`src/rtl/ocr_frame_controller_if.sv`:
```
// Byte-stream, image-buffer, inference and result channels of the OCR frame controller.
// master = controller side, slave = surrounding receiver/buffer/BNN/transmitter.
interface ocr_frame_controller_if;
   logic [7:0] rx_data;
   logic       rx_valid;
   logic       rx_ready;
   logic       buf_clear;
   logic [7:0] buf_data;
   logic       buf_write_request;
   logic       buf_write_ready;
   logic       buf_full;
   logic       infer_start;
   logic       infer_done;
   logic [3:0] infer_result;
   logic [7:0] tx_data;
   logic       tx_valid;
   logic       tx_ready;
   logic       busy;

   modport master (
      input  rx_data, rx_valid, buf_write_ready, buf_full, infer_done, infer_result, tx_ready,
      output rx_ready, buf_clear, buf_data, buf_write_request, infer_start, tx_data, tx_valid, busy
   );

   modport slave (
      output rx_data, rx_valid, buf_write_ready, buf_full, infer_done, infer_result, tx_ready,
      input  rx_ready, buf_clear, buf_data, buf_write_request, infer_start, tx_data, tx_valid, busy
   );
endinterface

```
`src/rtl/ocr_frame_controller.sv`:
```
// Frame sequencer: CMD_START opens a frame, IMG_BYTES go to the image buffer (one write per accept,
// one cycle later), inference launches on buf_full, one result/error byte is held on tx until taken.
module ocr_frame_controller #(
   parameter int         IMG_BYTES     = 113,
   parameter logic [7:0] CMD_START     = 8'hA5,
   parameter int         RX_TIMEOUT    = 100000,
   parameter int         INFER_TIMEOUT = 50000,
   parameter logic [7:0] ERR_RX        = 8'hFE,
   parameter logic [7:0] ERR_INFER     = 8'hFF
) (
   input  logic                   clk,
   input  logic                   rst,
   ocr_frame_controller_if.master bus
);
   localparam int RXT_W = $clog2(RX_TIMEOUT) + 1;
   localparam int INT_W = $clog2(INFER_TIMEOUT) + 1;

   typedef enum logic [2:0] {IDLE, LOAD, DRAIN, INFER, WAIT_RESULT, SEND} state_t;

   state_t           state_q, state_d;
   logic [6:0]       byte_cnt_q, byte_cnt_d;
   logic [RXT_W-1:0] rx_timer_q, rx_timer_d;
   logic [INT_W-1:0] inf_timer_q, inf_timer_d;
   logic [7:0]       buf_data_q, buf_data_d;
   logic [7:0]       tx_data_q, tx_data_d;
   logic             buf_clear_q, buf_clear_d;
   logic             buf_wr_q, buf_wr_d;
   logic             infer_start_q, infer_start_d;
   logic             tx_valid_q, tx_valid_d;
   logic             rx_ready;
   logic             rx_accept;

   assign rx_ready  = (state_q == IDLE) ||
                      (state_q == LOAD && bus.buf_write_ready && byte_cnt_q < 7'(IMG_BYTES));
   assign rx_accept = rx_ready && bus.rx_valid;

   always_comb begin
      state_d       = state_q;
      byte_cnt_d    = byte_cnt_q;
      rx_timer_d    = rx_timer_q;
      inf_timer_d   = inf_timer_q;
      buf_data_d    = buf_data_q;
      tx_data_d     = tx_data_q;
      buf_clear_d   = 1'b0;
      buf_wr_d      = 1'b0;
      infer_start_d = 1'b0;
      tx_valid_d    = tx_valid_q;
      unique case (state_q)
         IDLE: begin
            if (rx_accept && bus.rx_data == CMD_START) begin
               buf_clear_d = 1'b1;
               byte_cnt_d  = '0;
               rx_timer_d  = '0;
               state_d     = LOAD;
            end
         end
         LOAD: begin
            if (rx_accept) begin
               buf_data_d = bus.rx_data;
               buf_wr_d   = 1'b1;
               byte_cnt_d = byte_cnt_q + 7'd1;
               rx_timer_d = '0;
               if (byte_cnt_q == 7'(IMG_BYTES - 1)) state_d = DRAIN;
            end else if (rx_timer_q == RXT_W'(RX_TIMEOUT)) begin
               tx_data_d  = ERR_RX;
               tx_valid_d = 1'b1;
               state_d    = SEND;
            end else begin
               rx_timer_d = rx_timer_q + 1'b1;
            end
         end
         DRAIN: begin
            if (bus.buf_full) begin
               infer_start_d = 1'b1;
               inf_timer_d   = '0;
               state_d       = INFER;
            end
         end
         INFER: begin
            inf_timer_d = inf_timer_q + 1'b1;
            state_d     = WAIT_RESULT;
         end
         WAIT_RESULT: begin
            // Timer counts cycles since the launch pulse; the error byte lands INFER_TIMEOUT cycles after it.
            if (bus.infer_done) begin
               tx_data_d  = {4'h0, bus.infer_result};
               tx_valid_d = 1'b1;
               state_d    = SEND;
            end else if (inf_timer_q >= INT_W'(INFER_TIMEOUT - 1)) begin
               tx_data_d  = ERR_INFER;
               tx_valid_d = 1'b1;
               state_d    = SEND;
            end else begin
               inf_timer_d = inf_timer_q + 1'b1;
            end
         end
         SEND: begin
            if (tx_valid_q && bus.tx_ready) begin
               tx_valid_d = 1'b0;
               state_d    = IDLE;
            end
         end
         default: state_d = IDLE;
      endcase
   end

   always_ff @(posedge clk) begin
      if (rst) begin
         state_q       <= IDLE;
         byte_cnt_q    <= '0;
         rx_timer_q    <= '0;
         inf_timer_q   <= '0;
         buf_data_q    <= 8'h00;
         tx_data_q     <= 8'h00;
         buf_clear_q   <= 1'b0;
         buf_wr_q      <= 1'b0;
         infer_start_q <= 1'b0;
         tx_valid_q    <= 1'b0;
      end else begin
         state_q       <= state_d;
         byte_cnt_q    <= byte_cnt_d;
         rx_timer_q    <= rx_timer_d;
         inf_timer_q   <= inf_timer_d;
         buf_data_q    <= buf_data_d;
         tx_data_q     <= tx_data_d;
         buf_clear_q   <= buf_clear_d;
         buf_wr_q      <= buf_wr_d;
         infer_start_q <= infer_start_d;
         tx_valid_q    <= tx_valid_d;
      end
   end

   assign bus.rx_ready          = rx_ready;
   assign bus.buf_clear         = buf_clear_q;
   assign bus.buf_data          = buf_data_q;
   assign bus.buf_write_request = buf_wr_q;
   assign bus.infer_start       = infer_start_q;
   assign bus.tx_data           = tx_data_q;
   assign bus.tx_valid          = tx_valid_q;
   assign bus.busy              = (state_q != IDLE);
endmodule

```
`src/flat_wrapper.sv`:
```
// flat-port wrapper written by rule: the top's interface ports become plain ports
module ocr_frame_controller_flat 
#(
   parameter int         IMG_BYTES     = 113,
   parameter logic [7:0] CMD_START     = 8'hA5,
   parameter int         RX_TIMEOUT    = 100000,
   parameter int         INFER_TIMEOUT = 50000,
   parameter logic [7:0] ERR_RX        = 8'hFE,
   parameter logic [7:0] ERR_INFER     = 8'hFF
)
  (clk, rst, bus_rx_data, bus_rx_valid, bus_buf_write_ready, bus_buf_full, bus_infer_done, bus_infer_result, bus_tx_ready, bus_rx_ready, bus_buf_clear, bus_buf_data, bus_buf_write_request, bus_infer_start, bus_tx_data, bus_tx_valid, bus_busy);
  ocr_frame_controller_if bus_i ();
  input  logic clk;
  input  logic rst;
  input wire logic [$bits(bus_i.rx_data)-1:0] bus_rx_data;
  input wire logic [$bits(bus_i.rx_valid)-1:0] bus_rx_valid;
  input wire logic [$bits(bus_i.buf_write_ready)-1:0] bus_buf_write_ready;
  input wire logic [$bits(bus_i.buf_full)-1:0] bus_buf_full;
  input wire logic [$bits(bus_i.infer_done)-1:0] bus_infer_done;
  input wire logic [$bits(bus_i.infer_result)-1:0] bus_infer_result;
  input wire logic [$bits(bus_i.tx_ready)-1:0] bus_tx_ready;
  output wire logic [$bits(bus_i.rx_ready)-1:0] bus_rx_ready;
  output wire logic [$bits(bus_i.buf_clear)-1:0] bus_buf_clear;
  output wire logic [$bits(bus_i.buf_data)-1:0] bus_buf_data;
  output wire logic [$bits(bus_i.buf_write_request)-1:0] bus_buf_write_request;
  output wire logic [$bits(bus_i.infer_start)-1:0] bus_infer_start;
  output wire logic [$bits(bus_i.tx_data)-1:0] bus_tx_data;
  output wire logic [$bits(bus_i.tx_valid)-1:0] bus_tx_valid;
  output wire logic [$bits(bus_i.busy)-1:0] bus_busy;
  assign bus_i.rx_data = bus_rx_data;
  assign bus_i.rx_valid = bus_rx_valid;
  assign bus_i.buf_write_ready = bus_buf_write_ready;
  assign bus_i.buf_full = bus_buf_full;
  assign bus_i.infer_done = bus_infer_done;
  assign bus_i.infer_result = bus_infer_result;
  assign bus_i.tx_ready = bus_tx_ready;
  assign bus_rx_ready = bus_i.rx_ready;
  assign bus_buf_clear = bus_i.buf_clear;
  assign bus_buf_data = bus_i.buf_data;
  assign bus_buf_write_request = bus_i.buf_write_request;
  assign bus_infer_start = bus_i.infer_start;
  assign bus_tx_data = bus_i.tx_data;
  assign bus_tx_valid = bus_i.tx_valid;
  assign bus_busy = bus_i.busy;
  ocr_frame_controller #(.IMG_BYTES(IMG_BYTES), .CMD_START(CMD_START), .RX_TIMEOUT(RX_TIMEOUT), .INFER_TIMEOUT(INFER_TIMEOUT), .ERR_RX(ERR_RX), .ERR_INFER(ERR_INFER)) u_core (.clk(clk), .rst(rst), .bus(bus_i));
endmodule
```
`config.mk`:
```
export PLATFORM = sky130hd
export DESIGN_NAME = ocr_frame_controller_flat
export DESIGN_NICKNAME = d
export VERILOG_FILES = /design/src/rtl/ocr_frame_controller_if.sv /design/src/rtl/ocr_frame_controller.sv /design/src/flat_wrapper.sv
export SDC_FILE = /design/constraint.sdc
export NUM_CORES = 1
export LEC_CHECK = 0
export ABC_AREA = 1
export CORE_MARGIN = 3
export CORE_UTILIZATION = 51
export CTS_BUF_LIST = sky130_fd_sc_hd__clkbuf_16
export CTS_CLUSTER_DIAMETER = 100
export CTS_CLUSTER_SIZE = 16
export DETAILED_ROUTE_END_ITERATION = 10
export PLACE_DENSITY = 0.76
export SLEW_MARGIN = 25
export SYNTH_ARGS = -nofsm -noshare
export SYNTH_HDL_FRONTEND = slang
export SYNTH_SLANG_ARGS = --single-unit
```
`constraint.sdc`:
```
create_clock -name clk -period 1.5 [get_ports clk]
set_input_delay 0.3 -clock clk [delete_from_list [all_inputs] [get_ports clk]]
set_output_delay 0.3 -clock clk [all_outputs]
set_load 0.01 [all_outputs]
```
==> results.ini <==
[outcome]
violations = setup timing
status = complete, but fails checks

[min_path]
hp-class = input port to register
hp-start = bus_rx_data[4]

[power_and_ir_drop]
clock_power_share_pct = 27.8
p_sw_share_pct = 39.9
cell_internal_pwr_uw = 4230
power.density_nw_per_um2 = 1110
seq_power_share_pct = 28.3
leakage_uw = 0.00266
vdd_drop_max_v = 0.000830
p_sw_uw = 2810
p_comb_share_pct = 43.9

[job]
cap_violations = 0

[clock_tree]
htreeDepth = 3
clock_latency_ns = 0.35
clk_pin_slew_ns = 0.06
hold_buffers = 0
cts.sinks = 62
cts_tree = yes
cts_root_buf = clkbuf_16
cts_buffers = 9
clock_path_buffers = 2

[synthesis]
syn-instance-count = 604
synth_fp_nets = 628
synth_seq_cells = 62
syn_area_um2 = 3970
synth_warnings = 0
yosysUniqueCellTypes = 35
yosysSeqAreaShare_pct = 31.2
synth-main-ff-cell = dfxtp_1
synth_edf_count = 0
avgSynthCellArea_um2 = 6.58
synth_common_cells = nand2_1, nor2_1, dfxtp_1, inv_1, a21oi_1
synthArstFlopShare_pct = 0
yosysTopAreaCellShare_pct = 31.2
synth_area_leader_cell = dfxtp_1
synth_area_leaders = dfxtp_1, nand2_1, nor2_1
yosysMostFrequentCell = nand2_1

[placed_design]
hpwl_um = 8510
port_buffers = 40
gp_congestion = 0.968

[finish]
synthToLayoutAreaGrowth_pct = 59.9
drive_gt1_share_pct = 40.9
nNetsFinal = 789
n_antenna_cell = 0

[critical_path]
cp.buffers_inverters = 3
start_kind = register
crit_path_end_kind = register
path_cells = clkinv_4, nand2_4, nor2_4, nand2_4, a21oi_4, buf_6, buf_4, nor3_1, nand3_1, a21oi_2
cp-startpoint = u_core.state_q[1]$_SDFFE_PP0P_
path_delay_family = simple AND/OR/NAND/NOR gates
slowest_stage = dfxtp_4
crit_fanout = 6
crit_top_cell = nand2_4
cpPeakStageDelay_ns = 0.39
worstPathArrival_ns = 2.11
path_class = register to register
r2r-start = u_core.state_q[1]$_SDFFE_PP0P_
cp.required_ns = 1.77

[sta]
finalSetupViolCount = 61
layout_min_cycle_time_ns = 1.84
period_share_pct = 123
slew_headroom_pct = 65.7
hold_viol = 0
fin_skew_ns = 0.0119
worst_pin_slew_ns = 0.514
setup_tns_ns = -8.15
holdWs_ns = 0.259
finalMaxSlewViolations = 0
rsz0062_at_grt = true
max_freq_mhz = 542
layout_setup_ws_ns = -0.345

[global_route]
grt_pass1_vias = 4439
overflow = 0
grt_use_total_pct = 29.4
grt_pass1_wl_um = 20700
antenna_found_initial = 0
grt_max_degree = 48

[die]
die_area_um2 = 8880
rows = 31
core_um2 = 7410
fp.dieH_um = 94.3
initial_core_util_pct = 53.6
io_pins = 41
die_x_um = 94.3

[route]
drt_pass1_iterations = 8
routed_wl_um = 15900
antenna_left = 0
num_vias = 5105
wl_per_cell_um = 18.3
drc_errors = 0
drt_iter0_drc = 444
via_per_inst = 5.87

[path summary, 6_finish.rpt]
kind              slack, ns  cells past startpoint                             endpoint
hold reg to reg        0.46                      2  u_core.bus.buf_data[3]$_SDFFE_PP0P_
setup reg to reg      -0.34                     10    u_core.rx_timer_q[2]$_SDFFE_PP0P_
setup / recovery      -0.34                     10    u_core.rx_timer_q[2]$_SDFFE_PP0P_
hold / removal         0.26                      3  u_core.bus.buf_data[4]$_SDFFE_PP0P_
[repair_timing]
action / CTS / global route
setup endpoints to repair: 77 / 65
resized for setup: 82 / 128
gates cloned: 3 / 1
setup buffers: 10 / 10
pin swaps: 33 / 67
[flip-flops by register name (all words and copies together), names as in the netlist]
name                          cells
u_core.bus.buf_clear              1
u_core.bus.buf_data               8
u_core.bus.buf_write_request      1
u_core.bus.infer_start            1
u_core.bus.tx_data                5
u_core.bus.tx_valid               1
u_core.byte_cnt_q                 7
u_core.inf_timer_q               17
u_core.rx_timer_q                18
u_core.state_q                    3
[area by class of cell]
cell class / instances / area (um^2)
multi-input combinational: 461 / 2920
timing repair buffer: 170 / 1520
sequential: 62 / 1270
fill: 394 / 1060
inverter: 61 / 246
clock buffer: 9 / 225
tap: 99 / 124
clock inverter: 7 / 41.3
[layer usage]
metal,track usage [%],share of wire (%),vias to the layer above
met5,0,0,-
met4,10.1,5.5,0
met3,5.61,8.4,100
met2,50.7,49,327
met1,36.5,37,2390
li1,-,-,2288
[kinds of logic (layout without fill, tap and decap cells)]
family / count (synthesis) / in the layout / share of synthesized area, %
flops: 62 / 62 / 31.2
fa+ha+maj: 5 / 5 / 1.57
compound gates: 69 / 69 / 10.5
simple gates: 366 / 368 / 43.3
xor+xnor: 19 / 19 / 4.19
buf+inv: 83 / 247 / 9.23
[layout by cell type (no fill, tap or decap), drive strengths merged, types with 2 or more instances in the layout]
cell type / synthesis / routed
a21oi: 53 / 53
and2: 2 / 2
buf: 14 / 132
clkbuf: 8 / 9
clkdlybuf4s50: 0 / 15
clkinv: 1 / 6
clkinvlp: 0 / 3
dfxtp: 62 / 62
dlygate4sd2: 0 / 17
dlymetal6s2s: 0 / 6
ha: 5 / 5
inv: 60 / 59
nand2: 172 / 172
nand3: 35 / 37
nand3b: 4 / 4
nand4: 37 / 37
nor2: 100 / 100
nor3: 15 / 15
o21ai: 13 / 13
xnor2: 5 / 5
xor2: 14 / 14
[power by group through the flow]
stage | clock network [uW] | registers [uW] | logic (uW)
floorplan | 0 | 2000 | 1300
global placement | 0 | 1970 | 2180
detailed placement | 0 | 1980 | 2210
CTS | 1900 | 1960 | 2450
global route | 2020 | 2010 | 3250
finish | 1950 | 1990 | 3090
[per-stage QoR]
stage                     setup slack (ns)  total power (uW)  instances  area, um^2  util [%]
final                               -0.345              7040        869        6350      85.7
after global placement              -0.408              4150        829        5260      71.0
after detailed placement            -0.453              4200        829        5260      71.0
after CTS                           -0.102              6310        858        5850      78.9
after floorplan                     -0.134              3300        604        4060         -
after global routing                -0.399              7280        869        6350      85.7
[worst reg2reg max path, stage by stage (launching register included)]
cell and delay [ns]:
dfxtp_4 0.39, clkinv_4 0.08, nand2_4 0.10, nor2_4 0.05
nand2_4 0.09, a21oi_4 0.08, buf_6 0.14, buf_4 0.15
nor3_1 0.25, nand3_1 0.22, a21oi_2 0.21
Note: power is estimated with default switching activity, not from simulation.
